**config.mk**
```make
export PLATFORM = sky130hd
export DESIGN_NAME = serial_adder
export DESIGN_NICKNAME = d
export VERILOG_FILES = /design/src/rtl/serial_adder_pkg.sv /design/src/rtl/serial_adder_fa.sv /design/src/rtl/serial_adder.sv
export SDC_FILE = /design/constraint.sdc
export NUM_CORES = 1
export LEC_CHECK = 0
export CORE_ASPECT_RATIO = 0.8
export CORE_MARGIN = 3
export CORE_UTILIZATION = 49
export DETAILED_ROUTE_END_ITERATION = 8
export GPL_TIMING_DRIVEN = 0
export MAX_ROUTING_LAYER = met4
export PLACE_DENSITY_LB_ADDON = 0.25
export SYNTH_ARGS = -nofsm -noshare
export SYNTH_HDL_FRONTEND = slang
export SYNTH_HIERARCHICAL = 1
export SYNTH_SLANG_ARGS = --single-unit
```
**constraint.sdc**
```tcl
create_clock -name clk -period 1.8 [get_ports clk]
set_clock_uncertainty 0.2 [all_clocks]
set_input_delay 0.36 -clock clk [delete_from_list [all_inputs] [get_ports clk]]
set_output_delay 0.36 -clock clk [all_outputs]
set_load 0.02 [all_outputs]
```
**src/rtl/serial_adder_pkg.sv**
```systemverilog
// Shared types for the bit-serial adder.
package serial_adder_pkg;

  typedef enum logic [1:0] {
    IDLE,
    RUN,
    DONE
  } state_t;

endpackage

```
**src/rtl/serial_adder_fa.sv**
```systemverilog
// Single-bit full-adder cell.
module fa (
  input  logic a,
  input  logic b,
  input  logic cin,
  output logic sum,
  output logic cout
);

  // Pure combinational sum and carry.
  always_comb begin
    sum  = a ^ b ^ cin;
    cout = (a & b) | (a & cin) | (b & cin);
  end

endmodule

```
**src/rtl/serial_adder.sv**
```systemverilog
// Bit-serial adder: one operand bit pair per clock, LSB first, registered carry.
module serial_adder
  import serial_adder_pkg::*;
#(
  parameter int unsigned WIDTH = 8
) (
  input  logic             clk,
  input  logic             rst,
  input  logic             start,
  input  logic [WIDTH-1:0] a,
  input  logic [WIDTH-1:0] b,
  input  logic             cin,
  output logic             busy,
  output logic             done,
  output logic [WIDTH-1:0] sum,
  output logic             cout
);

  localparam int unsigned    CW   = $clog2(WIDTH);
  localparam logic [CW-1:0]  LAST = CW'(WIDTH - 1);

  state_t           state;
  state_t           next;
  logic             accept;
  logic [WIDTH-1:0] a_sh;
  logic [WIDTH-1:0] b_sh;
  // Bit 0 of the partial result is never needed again once shifted out,
  // so the register only keeps the upper WIDTH-1 bits.
  logic [WIDTH-1:1] res_sh;
  logic [WIDTH-1:0] res_next;
  logic             carry;
  logic [CW-1:0]    cnt;
  logic             fa_sum;
  logic             fa_cout;

  fa u_fa (
    .a    (a_sh[0]),
    .b    (b_sh[0]),
    .cin  (carry),
    .sum  (fa_sum),
    .cout (fa_cout)
  );

  assign res_next = {fa_sum, res_sh[WIDTH-1:1]};

  // State register.
  always_ff @(posedge clk) begin
    if (rst) state <= IDLE;
    else     state <= next;
  end

  // Next-state decode and start acceptance (only in IDLE or DONE).
  always_comb begin
    next   = state;
    accept = 1'b0;
    case (state)
      IDLE: begin
        if (start) begin
          accept = 1'b1;
          next   = RUN;
        end
      end
      RUN: begin
        if (cnt == LAST) next = DONE;
      end
      DONE: begin
        if (start) begin
          accept = 1'b1;
          next   = RUN;
        end else begin
          next = IDLE;
        end
      end
      default: next = IDLE;
    endcase
  end

  // Datapath: load on accept, shift one bit per RUN cycle, publish on the last bit.
  always_ff @(posedge clk) begin
    if (rst) begin
      a_sh   <= '0;
      b_sh   <= '0;
      res_sh <= '0;
      carry  <= 1'b0;
      cnt    <= '0;
      sum    <= '0;
      cout   <= 1'b0;
    end else if (accept) begin
      a_sh  <= a;
      b_sh  <= b;
      carry <= cin;
      cnt   <= '0;
    end else if (state == RUN) begin
      a_sh   <= a_sh >> 1;
      b_sh   <= b_sh >> 1;
      res_sh <= res_next[WIDTH-1:1];
      carry  <= fa_cout;
      cnt    <= cnt + CW'(1);
      if (cnt == LAST) begin
        sum  <= res_next;
        cout <= fa_cout;
      end
    end
  end

  assign busy = (state == RUN);
  assign done = (state == DONE);

endmodule
```
# Word level (Yosys, flattened, before mapping)
# Cells that the tools add are included.
# W data, S select, Z words.
# op_classes
n_addsub,1
eq_ne,5
mux,12
bitwise,8
n_reduce_logical,7
# ops
operator,n
$mux W8,4
$pmux W2 S3,1
$mux W1,5
$mux W2,2
$reduce_and A2 Y1,2
$reduce_or A2 Y1,2
$add A3 B1 Y3 const B,1
$and A1 B1 Y1,3
$eq A3 B3 Y1 const B,1
$reduce_and A3 Y1,1
$eq A2 B1 Y1 const B,1
$eq A2 B2 Y1 const B,1
$logic_not A2 Y1,1
$ne A2 B1 Y1 const B,1
$ne A2 B2 Y1 const B,1
$or A1 B1 Y1,2
$reduce_bool A2 Y1,1
$xor A1 B1 Y1,2
$not A1 Y1,1
# word_totals
regBits,38
inputBits,20
out_inout_bits,11
word_cells,41

# Longest topological paths before layout
# Gate-level depths: netlist of the first run.
# logic_depth
ltp_word,5
depth_mapped,6
mapped_depth_nobuf,5

# By module
# Netlist of the first run, hierarchy kept.
# by_module_without_submodules
module,n_inst,cells_per_inst,area_per_inst_um2,seq_area_each_um2
serial_adder,1,173,1472.7,760.7
fa,1,1,20.0,0.0

# Worst setup path before layout of the first run
# OpenSTA, ideal clock, no wires.
# synth_path
path_type,reg2reg
startpoint,register cnt[0]
endpoint,register state[0]
setup_time_ps,128
arrival_time_ps,1068
required_time_ps,1472
slack_ps,405
stages_incl_launch_ff,6
path_buffers,1
synth_period_minus_slack_ps,1395
cell_sequence,dfxtp_1 > ha_1 > ha_1 > clkbuf_1 > o21a_1 > nor2_1
# synth_via
elab_chain_len,3
# synth_rtl
item,line_no,rtl
"start, declared",serial_adder.sv:32,logic [CW-1:0] cnt;
"start signal, assigned",serial_adder.sv:98,cnt <= cnt + CW'(1);
$eq A3 B3 Y1,serial_adder.sv:64,if (cnt == LAST) next = DONE;
$ne A2 B1 Y1 (no source line),n/a,
$reduce_and A2 Y1 (no source line),n/a,
"end signal, assigned",serial_adder.sv:49,else state <= next;
"end, declared",serial_adder.sv:22,state_t state;
# Every way passes these cells.
# A chain may end at the register's enable or synchronous reset.

# Worst setup path in the final report of the first run
# layout_path
startpoint,register state[0]
endpoint,output busy
# layout_via
elab_chain_len,1
# layout_rtl
item,line_no,rtl
$eq A2 B1 Y1,serial_adder.sv:106,assign busy = (state == RUN);
"end, declared",serial_adder.sv:13,"output logic busy,"
# Every way passes these cells.

==> metrics, run 1 <==
outcome=finished clean; Tcrit/Tclk final=0.938; drc violations=0; Max Slew Vio Count=0; worst-path maximum fanout=18; peak supply drop=0.467 mV; top post-synthesis cells by area=dfxtp_1 51%, nand2_1 9.1%, a21oi_1 6.4%; Fill cells=218; WP buf/inv=3; CTS Buf Count=5; Crit path max-delay family=flip-flops; Via-to-Cell Ratio=5.57; RSZ-0062 raised after global routing=no; Chip Width=around 68 um; Non-Filler Instances=approximately 250; sequential element share of the synthesized area=0.510; Core ar.=0.00283 sq mm; area of the mapped netlist=0.00149 sq mm; Detail Route Antenna Nets=0; CTS hold repair buffers=0; HPWL Detailed=2390 um; Clock Sinks=38; P_leak=about 0.85 nW; pin count of the biggest net entering global routing=11; initial DRC count=110; Worst-path clk slew=60 ps; initial antenna violation count=0; Worst Setup End Kind=output port; DR WL/cell=14.2 um; Vias=between 1k and 1.5k; drt pass-1 iters=4; final setup TNS=0 ps; total track usage=0.216; Slew @ Worst Pin=about 480 ps; share of the synthesized area in the top cell type=0.510; Crit Reg-Reg Startpoint=cnt[0]$_SDFFE_PP0P_; CTS tree=done; crit path from=state[0]$_SDFFE_PP0P_; synth unique cells=22; Worst path slowest cell=dfxtp_2; CP Data Arrival Time=1130 ps; first-pass GRT wire length=approximately 6000 um; Rows=17; Syn Nets=~200; register-to-register setup slack=200 ps; final hold violation count=0; nets=232; die area=0.00375 sq mm; routed wire length=3520 um; slew margin rel.=0.678; Synth Register Bits=38; CTS H-tree depth=2; startpoint types=flop; kind of critical path=flop to output port; cell taking the most area after synthesis=dfxtp_1; hold_sp=sum[5]$_SDFFE_PP0P_; Hold Crit Class=flop to flop; Critical Path RT=1240 ps; synthesized area per cell=8.58 sq um; PD cells=859 mW/mm^2; # diodes=0; Bufs on Longest Clock Path=2; f_max=0.592 GHz; final setup vio count=0; Syn. warnings=6; vias in the first global route=around 1.3k; Cells after DPL=roughly 240; crit-path cells=nand2b_4 > buf_6 > inv_8 > buf_6; Area Growth Syn to Fin=30.2%; overall power=1.67 mW; layout cell share with drive strength beyond 1=0.0909; most used cell, CP=buf_6; # IOs=31; GRT Residual Overflow=0; CP peak stage delay=around 400 ps; PortBufs=29; Post-Synthesis Cells=174; GPL Wtd Cong=between 0.8 and 0.9; min Tclk post-route=1690 ps; max_cap viols=0; Die Height=approximately 55 um; worst-skew pair later-pin latency=280 ps; CTS root buffer=clkbuf_8; initial core utilization=0.528
cell families after synthesis:
| group | Yosys count | share of synthesized area |
|---|---|---|
| AND/OR/NAND/NOR | 79 | 0.233 |
| multiplexers | 3 | 0.0201 |
| flip-flops | 38 | 0.510 |
| adder cells (fa/ha/maj) | 3 | 0.0302 |
| buffers and inverters | 15 | 0.0578 |
| XOR/XNOR | 1 | 0.00587 |
| AO/OA/AOI/OAI | 35 | 0.143 |
power by group:
group	total [mW]	leakage, nW	internal [mW]	switching [mW]
sequential	0.910	0.311	0.883	0.0270
clock	0.528	0.0383	0.266	0.262
combinational	0.231	0.501	0.109	0.122
per-stage QoR:
stage          utilization  setup WS [ps]  instance area, sq um  hold slack [ps]
4_1_cts              0.683           1.11                  1930              261
3_5_place_dp         0.647           -281                  1830              252
3_3_place_gp         0.647           -259                  1830              246
2_1_floorplan            -            405                  1490              237
6_report             0.687            111                  1940              256
5_1_grt              0.687           35.8                  1940              281
what timing repair did:
item,4_1_cts,5_1_grt
cloned,0,0
gates resized for setup,14,11
endpoints found under the setup margin,2,13
buffers inserted,0,0
synthesized netlist by cell type, drive strengths merged:
library cell,number
nand2b,2
a21oi,19
fa,1
xnor2,1
inv,1
mux2i,3
a22oi,2
buf,9
nand3b,1
a311oi,6
nor2b,2
o21a,1
dfxtp,38
clkbuf,5
o22ai,7
nand2,36
nor2,8
ha,2
nand3,12
nor3,18
cells in the final DEF (no fill, tap or decap):
| cell type | Yosys | layout |
|---|---|---|
| nand2b_1 | 2 | 1 |
| nand2_1 | 36 | 36 |
| nor3_1 | 18 | 18 |
| a22oi_1 | 2 | 2 |
| dfxtp_1 | 38 | 36 |
| buf_2 | 4 | 4 |
| buf_6 | 1 | 3 |
| a21oi_1 | 19 | 19 |
| dlymetal6s2s_1 | 0 | 9 |
| clkbuf_1 | 5 | 7 |
| o22ai_1 | 7 | 7 |
| xnor2_1 | 1 | 1 |
| nand2b_4 | 0 | 1 |
| nand3b_1 | 1 | 1 |
| a311oi_1 | 6 | 6 |
| o21a_1 | 1 | 1 |
| dlygate4sd2_1 | 0 | 1 |
| clkdlybuf4s50_1 | 0 | 18 |
| clkbuf_8 | 0 | 5 |
| dfxtp_2 | 0 | 2 |
| nor2_1 | 8 | 8 |
| nor2b_1 | 2 | 1 |
| ha_1 | 2 | 2 |
| buf_4 | 4 | 2 |
| inv_8 | 0 | 1 |
| mux2i_1 | 3 | 3 |
| nand3_1 | 12 | 12 |
| fa_1 | 1 | 1 |
| nor2b_2 | 0 | 1 |
flip-flops by register name, indices dropped and copies added, names as in the netlist:
signal and count:
sum 8, cout 1, state 2, carry 1
res_sh 7, a_sh 8, b_sh 8, cnt 3
worst paths after layout:
check | end | cells past startpoint
worst max-delay path | busy | 4
worst max register to register | sum[4]$_SDFFE_PP0P_ | 5
worst min register to register | sum[5]$_SDFFE_PP0P_ | 2
worst min-delay path | sum[5]$_SDFFE_PP0P_ | 2
final cells by class:
cell class / instances / area, sq um / area share
tap: 38 / 47.5 / 0.0245
inverter: 1 / 11.3 / 0.00580
multi-input combinational: 121 / 656 / 0.337
clock buffer: 7 / 76.3 / 0.0393
sequential: 38 / 763 / 0.393
buffer: 13 / 76.3 / 0.0393
timing repair buffer: 29 / 313 / 0.161
tightest hold or removal path, cell delays in order (launching register included):
cell,delay (ps)
dfxtp_1,310
nand2_1,50
a21oi_1,50
metal layers:
layer | part of all wire | global-route usage | vias to the layer above
met4 | 0.018 | 0.0838 | 0
met1 | 0.45 | 0.276 | 655
met2 | 0.47 | 0.316 | 37
li1 | - | - | 676
met5 | 0 | - | -
met3 | 0.063 | 0.0671 | 9
Power figures use the tool's default switching activity.
==> run 2: changes to the inputs <==
--- a/config.mk
+++ b/config.mk
@@ -12,6 +12,7 @@
 export GPL_TIMING_DRIVEN = 0
 export MAX_ROUTING_LAYER = met4
 export PLACE_DENSITY_LB_ADDON = 0.25
+export SLEW_MARGIN = 30
 export SYNTH_ARGS = -nofsm -noshare
 export SYNTH_HDL_FRONTEND = slang
 export SYNTH_HIERARCHICAL = 1
==> results of run 2 <==
Final layout, timing and power as in run 1 (identical DEF).
